File: config.mk
export PLATFORM = sky130hd
export DESIGN_NAME = bus_controller
export DESIGN_NICKNAME = d
export VERILOG_FILES = /design/src/rtl/bus_controller_pkg.sv /design/src/rtl/bus_controller_wait_gen.sv /design/src/rtl/bus_controller.sv
export SDC_FILE = /design/constraint.sdc
export NUM_CORES = 1
export LEC_CHECK = 0
export ABC_AREA = 1
export ABC_CLOCK_PERIOD_IN_PS = 2100
export BUFFER_PORTS_ARGS = -buffer_cell sky130_fd_sc_hd__buf_2
export CAP_MARGIN = 20
export CORE_MARGIN = 1.5
export CORE_UTILIZATION = 47
export DETAILED_ROUTE_END_ITERATION = 10
export MAX_ROUTING_LAYER = met4
export PLACE_DENSITY = 0.81
export SLEW_MARGIN = 40
export SYNTH_ARGS = -nofsm -noshare
export SYNTH_HDL_FRONTEND = slang
export SYNTH_SLANG_ARGS = --single-unit
File: constraint.sdc
create_clock -name clk -period 2.1 [get_ports clk]
set_clock_uncertainty 0.1 [all_clocks]
set_input_delay 0.105 -clock clk [delete_from_list [all_inputs] [get_ports clk]]
set_output_delay 0.105 -clock clk [all_outputs]
set_load 0.03 [all_outputs]
File: src/rtl/bus_controller_pkg.sv
// Shared definitions for the Z80-style bus controller.
//   wait_state_t : wait FSM states (IDLE / COUNT / HOLD)
//   region_t     : decoded access region used to select wait clocks
//   MAP_*        : offsets of the mapper registers from MAP_PORT
package bus_controller_pkg;

    typedef enum logic [1:0] {
        ST_IDLE  = 2'd0,
        ST_COUNT = 2'd1,
        ST_HOLD  = 2'd2
    } wait_state_t;

    typedef enum logic [1:0] {
        RGN_ROM = 2'd0,
        RGN_RAM = 2'd1,
        RGN_IO  = 2'd2,
        RGN_MAP = 2'd3
    } region_t;

    localparam logic [2:0] MAP_PAGE0  = 3'd0;
    localparam logic [2:0] MAP_PAGE1  = 3'd1;
    localparam logic [2:0] MAP_PAGE2  = 3'd2;
    localparam logic [2:0] MAP_PAGE3  = 3'd3;
    localparam logic [2:0] MAP_ROMCTL = 3'd4;

    localparam int unsigned WAIT_W = 4;

endpackage

File: src/rtl/bus_controller_wait_gen.sv
// Wait-state generator: counts region wait clocks for each bus cycle.
//   clk, n_reset : clock, asynchronous active-low reset
//   i_access     : a qualified mem or io access is present
//   i_idle       : all bus strobes are inactive
//   i_wait       : wait clocks for the current access (loaded in IDLE)
//   o_wait_n     : registered wait request, low exactly while counting
module bus_wait_gen
    import bus_controller_pkg::*;
(
    input  logic              clk,
    input  logic              n_reset,
    input  logic              i_access,
    input  logic              i_idle,
    input  logic [WAIT_W-1:0] i_wait,
    output logic              o_wait_n
);

    wait_state_t       r_state;
    logic [WAIT_W-1:0] r_cnt;
    logic              r_wait_n;

    always_ff @(posedge clk or negedge n_reset) begin
        if (!n_reset) begin
            r_state  <= ST_IDLE;
            r_cnt    <= '0;
            r_wait_n <= 1'b1;
        end else begin
            case (r_state)
                ST_IDLE: begin
                    if (i_access) begin
                        r_cnt <= i_wait;
                        if (i_wait != '0) begin
                            r_state  <= ST_COUNT;
                            r_wait_n <= 1'b0;
                        end else begin
                            r_state  <= ST_HOLD;
                        end
                    end
                end
                ST_COUNT: begin
                    if (i_idle) begin
                        // CPU abandoned the cycle: release wait right away
                        r_state  <= ST_IDLE;
                        r_cnt    <= '0;
                        r_wait_n <= 1'b1;
                    end else begin
                        r_cnt <= r_cnt - 1'b1;
                        if (r_cnt == WAIT_W'(1)) begin
                            r_state  <= ST_HOLD;
                            r_wait_n <= 1'b1;
                        end
                    end
                end
                ST_HOLD: begin
                    if (i_idle) begin
                        r_state <= ST_IDLE;
                    end
                end
                default: begin
                    r_state  <= ST_IDLE;
                    r_wait_n <= 1'b1;
                end
            endcase
        end
    end

    assign o_wait_n = r_wait_n;

endmodule

File: src/rtl/bus_controller.sv
// Bus controller: address decode, 4-page SRAM mapper, ROM overlay,
// I/O chip selects, CPU read-data mux and per-region wait states.
//   clk, n_reset                  : clock, asynchronous active-low reset
//   cpu_addr/cpu_dout/cpu_din     : CPU address, write data, read data
//   n_mreq/n_iorq/n_rd/n_wr       : Z80 bus strobes
//   wait_n                        : CPU wait request (active-low)
//   rom_data                      : ROM read data
//   sram_din/sram_addr/n_sram_*   : SRAM data, physical address, controls
//   n_io_cs/io_rd_data            : I/O channel selects and read data
module bus_controller
    import bus_controller_pkg::*;
#(
    parameter int unsigned NUM_IO   = 4,
    parameter int unsigned PHYS_AW  = 18,
    parameter int unsigned ROM_AW   = 13,
    parameter logic [7:0]  IO_BASE  = 8'h80,
    parameter int unsigned IO_SPAN  = 3,
    parameter logic [7:0]  MAP_PORT = 8'hF8,
    parameter int unsigned WAIT_ROM = 0,
    parameter int unsigned WAIT_RAM = 1,
    parameter int unsigned WAIT_IO  = 2
) (
    input  logic                clk,
    input  logic                n_reset,
    input  logic [15:0]         cpu_addr,
    input  logic [7:0]          cpu_dout,
    input  logic                n_mreq,
    input  logic                n_iorq,
    input  logic                n_rd,
    input  logic                n_wr,
    output logic [7:0]          cpu_din,
    output logic                wait_n,
    input  logic [7:0]          rom_data,
    input  logic [7:0]          sram_din,
    output logic [PHYS_AW-1:0]  sram_addr,
    output logic                n_sram_cs,
    output logic                n_sram_oe,
    output logic                n_sram_we,
    output logic [NUM_IO-1:0]   n_io_cs,
    input  logic [8*NUM_IO-1:0] io_rd_data
);

    localparam int unsigned PW     = PHYS_AW - 14;
    localparam logic [8:0]  MAP_LO = {1'b0, MAP_PORT};
    localparam logic [8:0]  MAP_HI = MAP_LO + 9'd7;

    logic [PW-1:0]     r_page [4];
    logic              r_rom_en;
    logic              r_map_wr_q;

    logic              w_mem_acc, w_io_acc, w_idle;
    logic [8:0]        w_port;
    logic              w_map_hit, w_map_wr;
    logic [2:0]        w_map_off;
    logic              w_rom_sel, w_ram_sel;
    logic [NUM_IO-1:0] w_io_hit;
    logic [7:0]        w_map_rd_data;
    logic [7:0]        w_din;
    region_t           w_region;
    logic [WAIT_W-1:0] w_wait;
    logic              w_unused_dout;

    assign w_mem_acc = ~n_mreq & (~n_rd | ~n_wr);
    assign w_io_acc  = ~n_iorq & (~n_rd | ~n_wr);
    assign w_idle    = n_mreq & n_iorq & n_rd & n_wr;

    // 9-bit port compare keeps windows near 8'hFF from wrapping
    assign w_port    = {1'b0, cpu_addr[7:0]};
    assign w_map_hit = w_io_acc & (w_port >= MAP_LO) & (w_port <= MAP_HI);
    assign w_map_off = 3'(w_port - MAP_LO);
    assign w_map_wr  = w_map_hit & ~n_wr;

    assign w_rom_sel = r_rom_en & w_mem_acc & ((cpu_addr >> ROM_AW) == 16'd0);
    assign w_ram_sel = w_mem_acc & ~w_rom_sel;

    assign sram_addr = {r_page[cpu_addr[15:14]], cpu_addr[13:0]};
    assign n_sram_cs = ~w_ram_sel;
    assign n_sram_oe = n_sram_cs | n_rd;
    assign n_sram_we = n_sram_cs | n_wr;

    always_comb begin
        logic [8:0] v_lo;
        v_lo     = '0;
        w_io_hit = '0;
        for (int unsigned k = 0; k < NUM_IO; k++) begin
            v_lo = 9'(IO_BASE) + 9'(k << IO_SPAN);
            if (w_port >= v_lo && w_port <= v_lo + 9'((1 << IO_SPAN) - 1))
                w_io_hit[k] = 1'b1;
        end
    end

    assign n_io_cs = ~(w_io_hit & {NUM_IO{w_io_acc & ~w_map_hit}});

    // Mapper registers; r_map_wr_q makes a held n_wr write only once
    always_ff @(posedge clk or negedge n_reset) begin
        if (!n_reset) begin
            for (int unsigned k = 0; k < 4; k++)
                r_page[k] <= PW'(k);
            r_rom_en   <= 1'b1;
            r_map_wr_q <= 1'b0;
        end else begin
            r_map_wr_q <= w_map_wr;
            if (w_map_wr && !r_map_wr_q) begin
                case (w_map_off)
                    MAP_PAGE0, MAP_PAGE1, MAP_PAGE2, MAP_PAGE3:
                        r_page[w_map_off[1:0]] <= cpu_dout[PW-1:0];
                    MAP_ROMCTL:
                        r_rom_en <= ~cpu_dout[0];
                    default: ;
                endcase
            end
        end
    end

    always_comb begin
        w_map_rd_data = 8'hFF;
        case (w_map_off)
            MAP_PAGE0, MAP_PAGE1, MAP_PAGE2, MAP_PAGE3:
                w_map_rd_data = 8'(r_page[w_map_off[1:0]]);
            MAP_ROMCTL:
                w_map_rd_data = {7'b0, ~r_rom_en};
            default: ;
        endcase
    end

    // Sources assigned lowest priority first so later ones override
    always_comb begin
        w_din = 8'hFF;
        if (w_ram_sel) w_din = sram_din;
        if (w_rom_sel) w_din = rom_data;
        for (int unsigned i = 0; i < NUM_IO; i++) begin
            if (!n_io_cs[NUM_IO-1-i])
                w_din = io_rd_data[8*(NUM_IO-1-i) +: 8];
        end
        if (w_map_hit && !n_rd) w_din = w_map_rd_data;
    end

    assign cpu_din = w_din;

    always_comb begin
        if (w_map_hit)      w_region = RGN_MAP;
        else if (w_io_acc)  w_region = RGN_IO;
        else if (w_rom_sel) w_region = RGN_ROM;
        else                w_region = RGN_RAM;
        case (w_region)
            RGN_ROM: w_wait = WAIT_W'(WAIT_ROM);
            RGN_RAM: w_wait = WAIT_W'(WAIT_RAM);
            RGN_IO:  w_wait = WAIT_W'(WAIT_IO);
            default: w_wait = '0;
        endcase
    end

    bus_wait_gen u_wait_gen (
        .clk      (clk),
        .n_reset  (n_reset),
        .i_access (w_mem_acc | w_io_acc),
        .i_idle   (w_idle),
        .i_wait   (w_wait),
        .o_wait_n (wait_n)
    );

    assign w_unused_dout = ^cpu_dout;

endmodule

==> impl_metrics.json, run 1 <==
{
  "cp.required_ns": 1.89,
  "numCtsBuffers": 3,
  "violations": "negative hold slack",
  "met1_length_um": 2825,
  "dp_hpwl_um": 5132,
  "synth_edf_count": 0,
  "fin_crit_sh": 0.9523,
  "drtIter0Drc": 154,
  "setup_violations": 0,
  "yosys_warnings": 0,
  "fill_cells": 511,
  "pre_cts_ws_ns": 0.1271,
  "grt_pass1_vias": 2432,
  "die_h_um": 74.25,
  "finalHoldViolations": 1,
  "ioPinCount": 112,
  "grt_pass1_wl_um": 10210,
  "dr.pass1.iters": 4,
  "reg2reg_depth": 11,
  "postRouteAntennaNets": 0,
  "synth_cells": 389,
  "cp_data_arrival_time_ns": 1.79,
  "final_cell_mix": "nand2_1 (114), buf_2 (89), inv_1 (76)",
  "antenna_cells": 0,
  "htree_num_levels": 1,
  "async_flop_share": 1.000,
  "globalRouteTotalUtil": 0.2422,
  "timing.fmax_ghz": 0.5001,
  "port_buffers": 97,
  "cts_sinks": 25,
  "initial_utilization": 0.4953,
  "area_growth_pct": 24.59,
  "p_leak_nw": 1.674,
  "gp_congestion": 0.9292,
  "avgSynthCellArea_sq_um": 6.134,
  "ir_drop_v": 0.0004612,
  "floorplan.rows": 25,
  "status": "finished, violations left",
  "layout_commonest_cell": "nand2_1",
  "drv_cap": 0,
  "antenna_found_initial": 0,
  "wl_met3_um": 491,
  "drive_gt1_frac": 0.2851,
  "yosysSeqAreaShare": 0.2653,
  "power.density_nw_per_um2": 534.1,
  "die_width_um": 74.25,
  "cts_tree": "yes",
  "end_kind": "output pin",
  "viasPerCell": 4.982,
  "slew_headroom": 0.6282,
  "clkSlewWorstSetupHoldPaths_ns": 0.09,
  "grt.overflow.total": 0,
  "netlist_area_sq_um": 2386,
  "wl_met2_um": 3173,
  "slew_viol_final": 0,
  "cts_root_buf": "clkbuf_8",
  "hp-class": "primary input to flip-flop",
  "via_count": 2710,
  "tightest_slew_ns": 0.5577,
  "hold_ws_ns": -0.004127,
  "cts_buffer_depth": 2,
  "clk-insertion-delay-late_ns": 0.27,
  "post-route-drc-count": 0,
  "die-area_sq_um": 5513,
  "crit_path_max_fanout": 6,
  "cp-start-kind": "flip-flop",
  "hold_depth": 3,
  "nets": 558,
  "finalWorstSetupSlack_ns": 0.1002,
  "placed_area_sq_um": 2819,
  "synth_nets": 469,
  "wirelength_um": 6585,
  "path_class": "flip-flop to output pin",
  "synth_ff_type": "dfrtp_1",
  "rsz0062_at_grt": "yes",
  "top_layer": "met4",
  "netlist-cell-type-count": 37,
  "wl_per_cell_um": 12.10,
  "fin_crit_ns": 2.000,
  "postLayoutCellArea_sq_um": 2973,
  "coreArea_sq_um": 4817,
  "ys_ff_latch": 25,
  "grt_start_max_net_pins": 26
}
## layer usage
layer / vias up / global-route usage
met2: 120 / 0.4355
met1: 1203 / 0.2910
met4: 0 / 0.06263
met3: 9 / 0.02033
li1: 1378 / -
met5: - / -
## synthesized netlist by cell type (2+ instances only)
master	number	area share
o31ai_1	2	0.0063
nand2_1	115	0.18
o21ai_1	25	0.052
dfstp_2	6	0.066
o22ai_1	3	0.0079
or2_2	2	0.0052
nand3_1	32	0.067
buf_6	2	0.0094
o21ai_0	18	0.038
ha_1	2	0.010
nand4_1	2	0.0052
buf_4	15	0.047
nor2_1	27	0.042
nor2_4	2	0.0094
a31oi_1	2	0.0052
dfrtp_1	19	0.20
a22oi_1	4	0.013
a21oi_1	8	0.017
nor3_1	2	0.0042
nand2_4	2	0.0094
inv_1	77	0.12
nand2_2	7	0.018
## state kept, by name, indices dropped and copies added, names as in the netlist
| name | cells |
|---|---|
| r_map_wr_q | 1 |
| u_wait_gen.r_state | 2 |
| r_page | 16 |
| u_wait_gen.o_wait_n | 1 |
| u_wait_gen.r_cnt | 4 |
| r_rom_en | 1 |
## area by class of cell
type                    instances  area (sq um)  area share
multi-input cells             265          1333      0.4482
flip-flops and latches         25         633.1      0.2130
repair buffers                104         581.8      0.1957
inverters                      79         296.5     0.09975
well taps                      67         83.83     0.02820
clock buffers                   4         45.04     0.01515
## path summary, 6_finish.rpt
kind	slack, ns	from	endpoint
worst max-delay path	0.10	r_rom_en	cpu_din[0]
worst min-delay path	-0.004	cpu_dout[1]	r_page[5]
worst max register to register	0.40	r_rom_en	u_wait_gen.r_state[1]
worst min register to register	0.37	u_wait_gen.o_wait_n	u_wait_gen.o_wait_n
max in group asynchronous	1.28	n_reset	r_rom_en
min in group asynchronous	0.24	n_reset	r_page[2]
## cells by family after synthesis
logic type | after synthesis | synth area share
xor+xnor | 2 | 0.007343
simple gates | 197 | 0.3797
flops | 25 | 0.2653
buf+inv | 99 | 0.1909
fa+ha+maj | 2 | 0.01049
compound gates | 64 | 0.1463
## critical path, cell delays in order, from the launching register on
cell     delay (ns)
dfstp_2        0.55
inv_2          0.05
nor2_4         0.11
nand2_4        0.09
nor2_4         0.12
nand2_1        0.07
nand3_1        0.08
nand3_1        0.07
nand2_1        0.07
nand2_1        0.05
nand2_1        0.06
nand2_1        0.07
buf_6          0.14
## metrics by stage
stage                     TNS [ns]  cells    util  total power, mW
after floorplan                  0    389       -            1.096
after global placement           0    536  0.5852            1.261
after detailed placement         0    536  0.5852            1.283
after CTS                        0    544  0.6065            1.577
after global routing       -0.2501    544  0.6171            1.712
final                            0    544  0.6171            1.588
## power breakdown
part | internal [mW] | leakage (nW) | switching, mW
Sequential | 0.558 | 0.318 | 0.0415
Clock | 0.136 | 0.0228 | 0.156
Combinational | 0.254 | 1.33 | 0.442
## repair_timing
item                                    4_1_cts  5_1_grt
endpoints found under the hold margin        20        0
hold buffers                                  2        0
endpoints found under the setup margin        8        8
pin swaps                                     2       11
buffers inserted                              2        0
resized for setup                             7       21
(Power assumes the default switching activity.)
==> inputs of run 2 (changes only) <==
Settings changed: ABC_CLOCK_PERIOD_IN_PS 2100 to 2500, CORE_UTILIZATION 47 to 51, PLACE_DENSITY 0.81 to 0.87.
Clock period 2.1 ns to 2.5 ns, I/O delays scaled along.
==> impl_metrics.json, run 2 (synthesis results as in run 1) <==
{
  "status": "completed",
  "grt_use_met2": 0.4239,
  "fin_crit_ns": 2.306,
  "crit_path_max_fanout": 6,
  "dp_hpwl_um": 5069,
  "p_leak_nw": 1.622,
  "initial_utilization": 0.5405,
  "cts_buffer_depth": 2,
  "grt.busiest_layer": "met2",
  "regMostFlops": "r_page",
  "totalNegativeSetupSlack_ns": 0,
  "post-route-drc-count": 0,
  "slew_headroom": 0.5036,
  "cts_setup_buffers": 0,
  "final_cell_mix": "nand2_1 (115), buf_2 (97), inv_1 (77)",
  "ir_drop_v": 0.0004238,
  "drive_gt1_frac": 0.2706,
  "layout_commonest_cell": "nand2_1",
  "rsz0062_at_grt": "no",
  "floorplan.rows": 24,
  "timing.fmax_ghz": 0.4336,
  "cp-start-kind": "flip-flop",
  "cts_sinks": 25,
  "grt_start_max_net_pins": 26,
  "fin_util": 0.6474,
  "die_h_um": 71.40,
  "viasPerCell": 5.150,
  "postLayoutCellArea_sq_um": 2858,
  "hp-class": "primary input to flip-flop",
  "tightest_slew_ns": 0.7445,
  "grt_pass1_wl_um": 10240,
  "cts_root_buf": "clkbuf_8",
  "drtIter0Drc": 138,
  "hold_ws_ns": 0.01011,
  "die-area_sq_um": 5098,
  "cp_data_arrival_time_ns": 2.08,
  "globalRouteTotalUtil": 0.2504,
  "ioPinCount": 112,
  "slew_viol_final": 0,
  "grt_pass1_vias": 2427,
  "cp.required_ns": 2.28,
  "via_count": 2704,
  "numCtsBuffers": 3,
  "area_growth_pct": 19.77,
  "dr.pass1.iters": 5,
  "setup_violations": 0,
  "coreArea_sq_um": 4414,
  "end_kind": "output pin",
  "wirelength_um": 6374,
  "placed_area_sq_um": 2785,
  "power.density_nw_per_um2": 466.2,
  "finalHoldViolations": 0,
  "htree_num_levels": 1,
  "top_regs": "r_page: 16 flops, u_wait_gen.r_cnt: 4 flops, u_wait_gen.r_state: 2 flops",
  "largest_reg_flops": 16,
  "grt.overflow.total": 0,
  "clk-insertion-delay-late_ns": 0.27,
  "postRouteAntennaNets": 0,
  "antenna_found_initial": 0,
  "antenna_cells": 0,
  "gp_congestion": 0.9180,
  "grt_use_met1": 0.3114,
  "nets": 554,
  "wl_per_cell_um": 12.14,
  "grt_util_met3": 0.03094,
  "path_class": "flip-flop to output pin",
  "fin_crit_sh": 0.9225,
  "clkSlewWorstSetupHoldPaths_ns": 0.10,
  "port_buffers": 97,
  "die_width_um": 71.40,
  "cts_tree": "yes",
  "drv_cap": 0
}
-- run 2: cell types whose count changed in the layout (fill, tap and decap cells not counted), moves of 2 or more --
cell	previous run	this run
buf_6	5	0
nor2_1	24	26
nor2_4	5	2
buf_4	7	1
buf_2	89	97
-- run 2: report_power, final --
part | leakage (nW) | switching, mW | internal, mW | total (mW)
clock network | 0.0261 | 0.143 | 0.117 | 0.260
logic | 1.28 | 0.365 | 0.202 | 0.567
registers | 0.318 | 0.0368 | 0.469 | 0.505
-- run 2: what timing repair did --
| action | in CTS | in global routing |
|---|---|---|
| setup endpoints to repair | 0 | 1 |
| hold endpoints to repair | 20 | 0 |
| hold buffers | 2 | 0 |
| resized for setup | 0 | 1 |
-- run 2: final timing paths --
| check | from | end | slack (ns) | cells after the start |
|---|---|---|---|---|
| worst max-delay path | r_rom_en | cpu_din[1] | 0.19 | 11 |
| worst min-delay path | cpu_dout[1] | r_page[5] | 0.01 | 3 |
| worst max register to register | r_rom_en | u_wait_gen.r_state[1] | 0.71 | 10 |
| worst min register to register | u_wait_gen.o_wait_n | u_wait_gen.o_wait_n | 0.37 | 2 |
| max in group asynchronous | n_reset | r_rom_en | 1.64 | 2 |
| min in group asynchronous | n_reset | r_page[13] | 0.27 | 2 |
-- run 2: layout make-up --
| cell class | count | area (sq um) |
|---|---|---|
| Timing Repair Buffer | 100 | 513.0 |
| Tap cell | 52 | 65.06 |
| Fill cell | 419 | 1556 |
| Clock buffer | 3 | 41.29 |
| Clock inverter | 1 | 8.758 |
| Sequential cell | 25 | 633.1 |
| Inverter | 79 | 296.5 |
| Multi-Input combinational cell | 265 | 1300 |
-- run 2: routing by layer --
metal	up-vias	routed length, um
met5	-	0
met2	107	3112
met4	0	133
li1	1373	-
met3	14	419
met1	1210	2709
-- run 2: worst max-delay path, cell delays in order (launching register included) --
cell and delay, ns:
dfstp_2 0.56, nand2_1 0.06, nor2_1 0.36, nor2_1 0.15
nand2_1 0.09, nand3_1 0.08, nand3_1 0.08, nand2_1 0.07
nand2_1 0.06, nand2_1 0.04, nand2_1 0.06, buf_2 0.19
-- run 2: metrics by stage --
stage / worst slack, ns / power, mW / std cells
after CTS: 0.2140 / 1.337 / 525
after floorplan: 0.7993 / 0.9204 / 389
after detailed placement: 0.5296 / 1.073 / 519
after global routing: 0.04054 / 1.426 / 525
final: 0.1937 / 1.332 / 525
after global placement: 0.5671 / 1.051 / 519
==> inputs of run 3 (changes only) <==
Settings changed: ABC_CLOCK_PERIOD_IN_PS 2500 to 2000, CORE_UTILIZATION 51 to 43, PLACE_DENSITY 0.87 to 0.78.
Clock period 2.5 ns to 2 ns, I/O delays scaled along.
==> impl_metrics.json, run 3 (synthesis results as in run 1) <==
{
  "finalHoldViolations": 0,
  "seqPwrFrac": 0.373,
  "p_comb_frac": 0.444,
  "wl_per_cell_um": 12.13,
  "antenna_found_initial": 0,
  "cp_data_arrival_time_ns": 1.86,
  "cts_tree": "yes",
  "p_int_mw": 1.004,
  "grt_pass1_wl_um": 10500,
  "dp_hpwl_um": 5247,
  "layout_commonest_cell": "nand2_1",
  "nets": 560,
  "p_leak_nw": 1.703,
  "p_sw_frac": 0.4071,
  "fin_crit_sh": 1.029,
  "cts_buffer_depth": 2,
  "drive_gt1_frac": 0.3173,
  "die_width_um": 77.49,
  "clkPwrFrac": 0.184,
  "ir_drop_v": 0.0003673,
  "die_h_um": 77.49,
  "cts_root_buf": "clkbuf_8",
  "wl_met3_um": 405,
  "numCtsBuffers": 3,
  "layoutNonFillerInstCount": 549,
  "hp-class": "primary input to flip-flop",
  "status": "finished, violations left",
  "fill_cells": 532,
  "top_regs": "r_page: 16 flops, u_wait_gen.r_cnt: 4 flops, u_wait_gen.r_state: 2 flops",
  "antenna_cells": 0,
  "gp_congestion": 0.9109,
  "largest_reg_flops": 16,
  "power_mw": 1.694,
  "grt.overflow.total": 0,
  "via_count": 2685,
  "rsz0062_at_grt": "yes",
  "fin_util": 0.5841,
  "fin_crit_ns": 2.057,
  "tightest_slew_ns": 0.5436,
  "cts_sinks": 25,
  "hold_ws_ns": 0.01483,
  "placed_area_sq_um": 2830,
  "grt_pass1_vias": 2432,
  "p_sw_mw": 0.6896,
  "met1_length_um": 2819,
  "power.density_nw_per_um2": 553.7,
  "post-route-drc-count": 0,
  "drv_cap": 0,
  "globalRouteTotalUtil": 0.2185,
  "coreArea_sq_um": 5238,
  "die-area_sq_um": 6005,
  "pre_cts_ws_ns": 0.05161,
  "postLayoutCellArea_sq_um": 3059,
  "floorplan.rows": 26,
  "dr.pass1.iters": 4,
  "path_class": "flip-flop to output pin",
  "wirelength_um": 6659,
  "port_buffers": 97,
  "area_growth_pct": 28.21,
  "top_layer": "met4",
  "cp-start-kind": "flip-flop",
  "end_kind": "output pin",
  "clkSlewWorstSetupHoldPaths_ns": 0.09,
  "ff2ff_setup_slack_ns": 0.25,
  "cp.required_ns": 1.80,
  "setup_violations": 8,
  "viasPerCell": 4.891,
  "drtIter0Drc": 99,
  "slew_viol_final": 0,
  "final_cell_mix": "nand2_1 (106), buf_2 (89), inv_1 (76)",
  "postRouteAntennaNets": 0,
  "totalNegativeSetupSlack_ns": -0.2915,
  "slew_headroom": 0.6376,
  "htree_num_levels": 1,
  "regMostFlops": "r_page",
  "ioPinCount": 112,
  "grt_start_max_net_pins": 26,
  "timing.fmax_ghz": 0.4860,
  "place_inst": 540,
  "clk-insertion-delay-late_ns": 0.27,
  "initial_utilization": 0.4556,
  "finalWorstSetupSlack_ns": -0.05743,
  "crit_path_max_fanout": 6,
  "violations": "negative setup slack",
  "wl_met2_um": 3334
}
## run 3: repair_timing
item / CTS / global route
hold buffers: 3 / 0
hold endpoints to repair: 22 / 0
setup buffers: 2 / 0
setup endpoints to repair: 10 / 8
resized for setup: 24 / 16
pin swaps: 6 / 9
## run 3: worst paths after layout
| path | from | to | depth (start not counted) |
|---|---|---|---|
| worst max-delay path | r_rom_en | cpu_din[3] | 12 |
| worst min-delay path | n_wr | r_map_wr_q | 2 |
| worst max register to register | r_rom_en | u_wait_gen.r_state[1] | 11 |
| worst min register to register | u_wait_gen.o_wait_n | u_wait_gen.o_wait_n | 2 |
| max in group asynchronous | n_reset | r_rom_en | 2 |
| min in group asynchronous | n_reset | r_page[3] | 2 |
## run 3: area by class of cell
cell class	instances	area [sq um]	area share
multi-input combinational	265	1383	0.4519
timing repair buffer	106	610.6	0.1996
sequential	25	633.1	0.2070
clock inverter	1	7.507	0.002454
inverter	79	296.5	0.09693
clock buffer	3	41.29	0.01350
tap	70	87.58	0.02863
## run 3: critical path: stages, from the launching register on
cell and delay, ns:
dfstp_2 0.57, nand2_2 0.07, nor2_4 0.21, nand3_2 0.10, nand2_2 0.08, nand2_2 0.05
nand3_2 0.05, nand2_1 0.05, nand2_1 0.05, nand2_1 0.08, nand2_1 0.06, nand2_1 0.06
buf_6 0.14
## run 3: power by group through the flow
stage | Clock [mW] | Combinational, mW | Sequential [mW]
after floorplan | 0 | 0.499 | 0.652
after global placement | 0 | 0.691 | 0.636
after detailed placement | 0 | 0.720 | 0.640
after CTS | 0.327 | 0.748 | 0.631
after global routing | 0.350 | 0.847 | 0.640
final | 0.311 | 0.752 | 0.631
## run 3: metal layers
layer  vias up  GRT usage
met3         9    0.02706
met2        96     0.3982
met1      1196     0.2593
met5         -          -
li1       1384          -
met4         0    0.04000
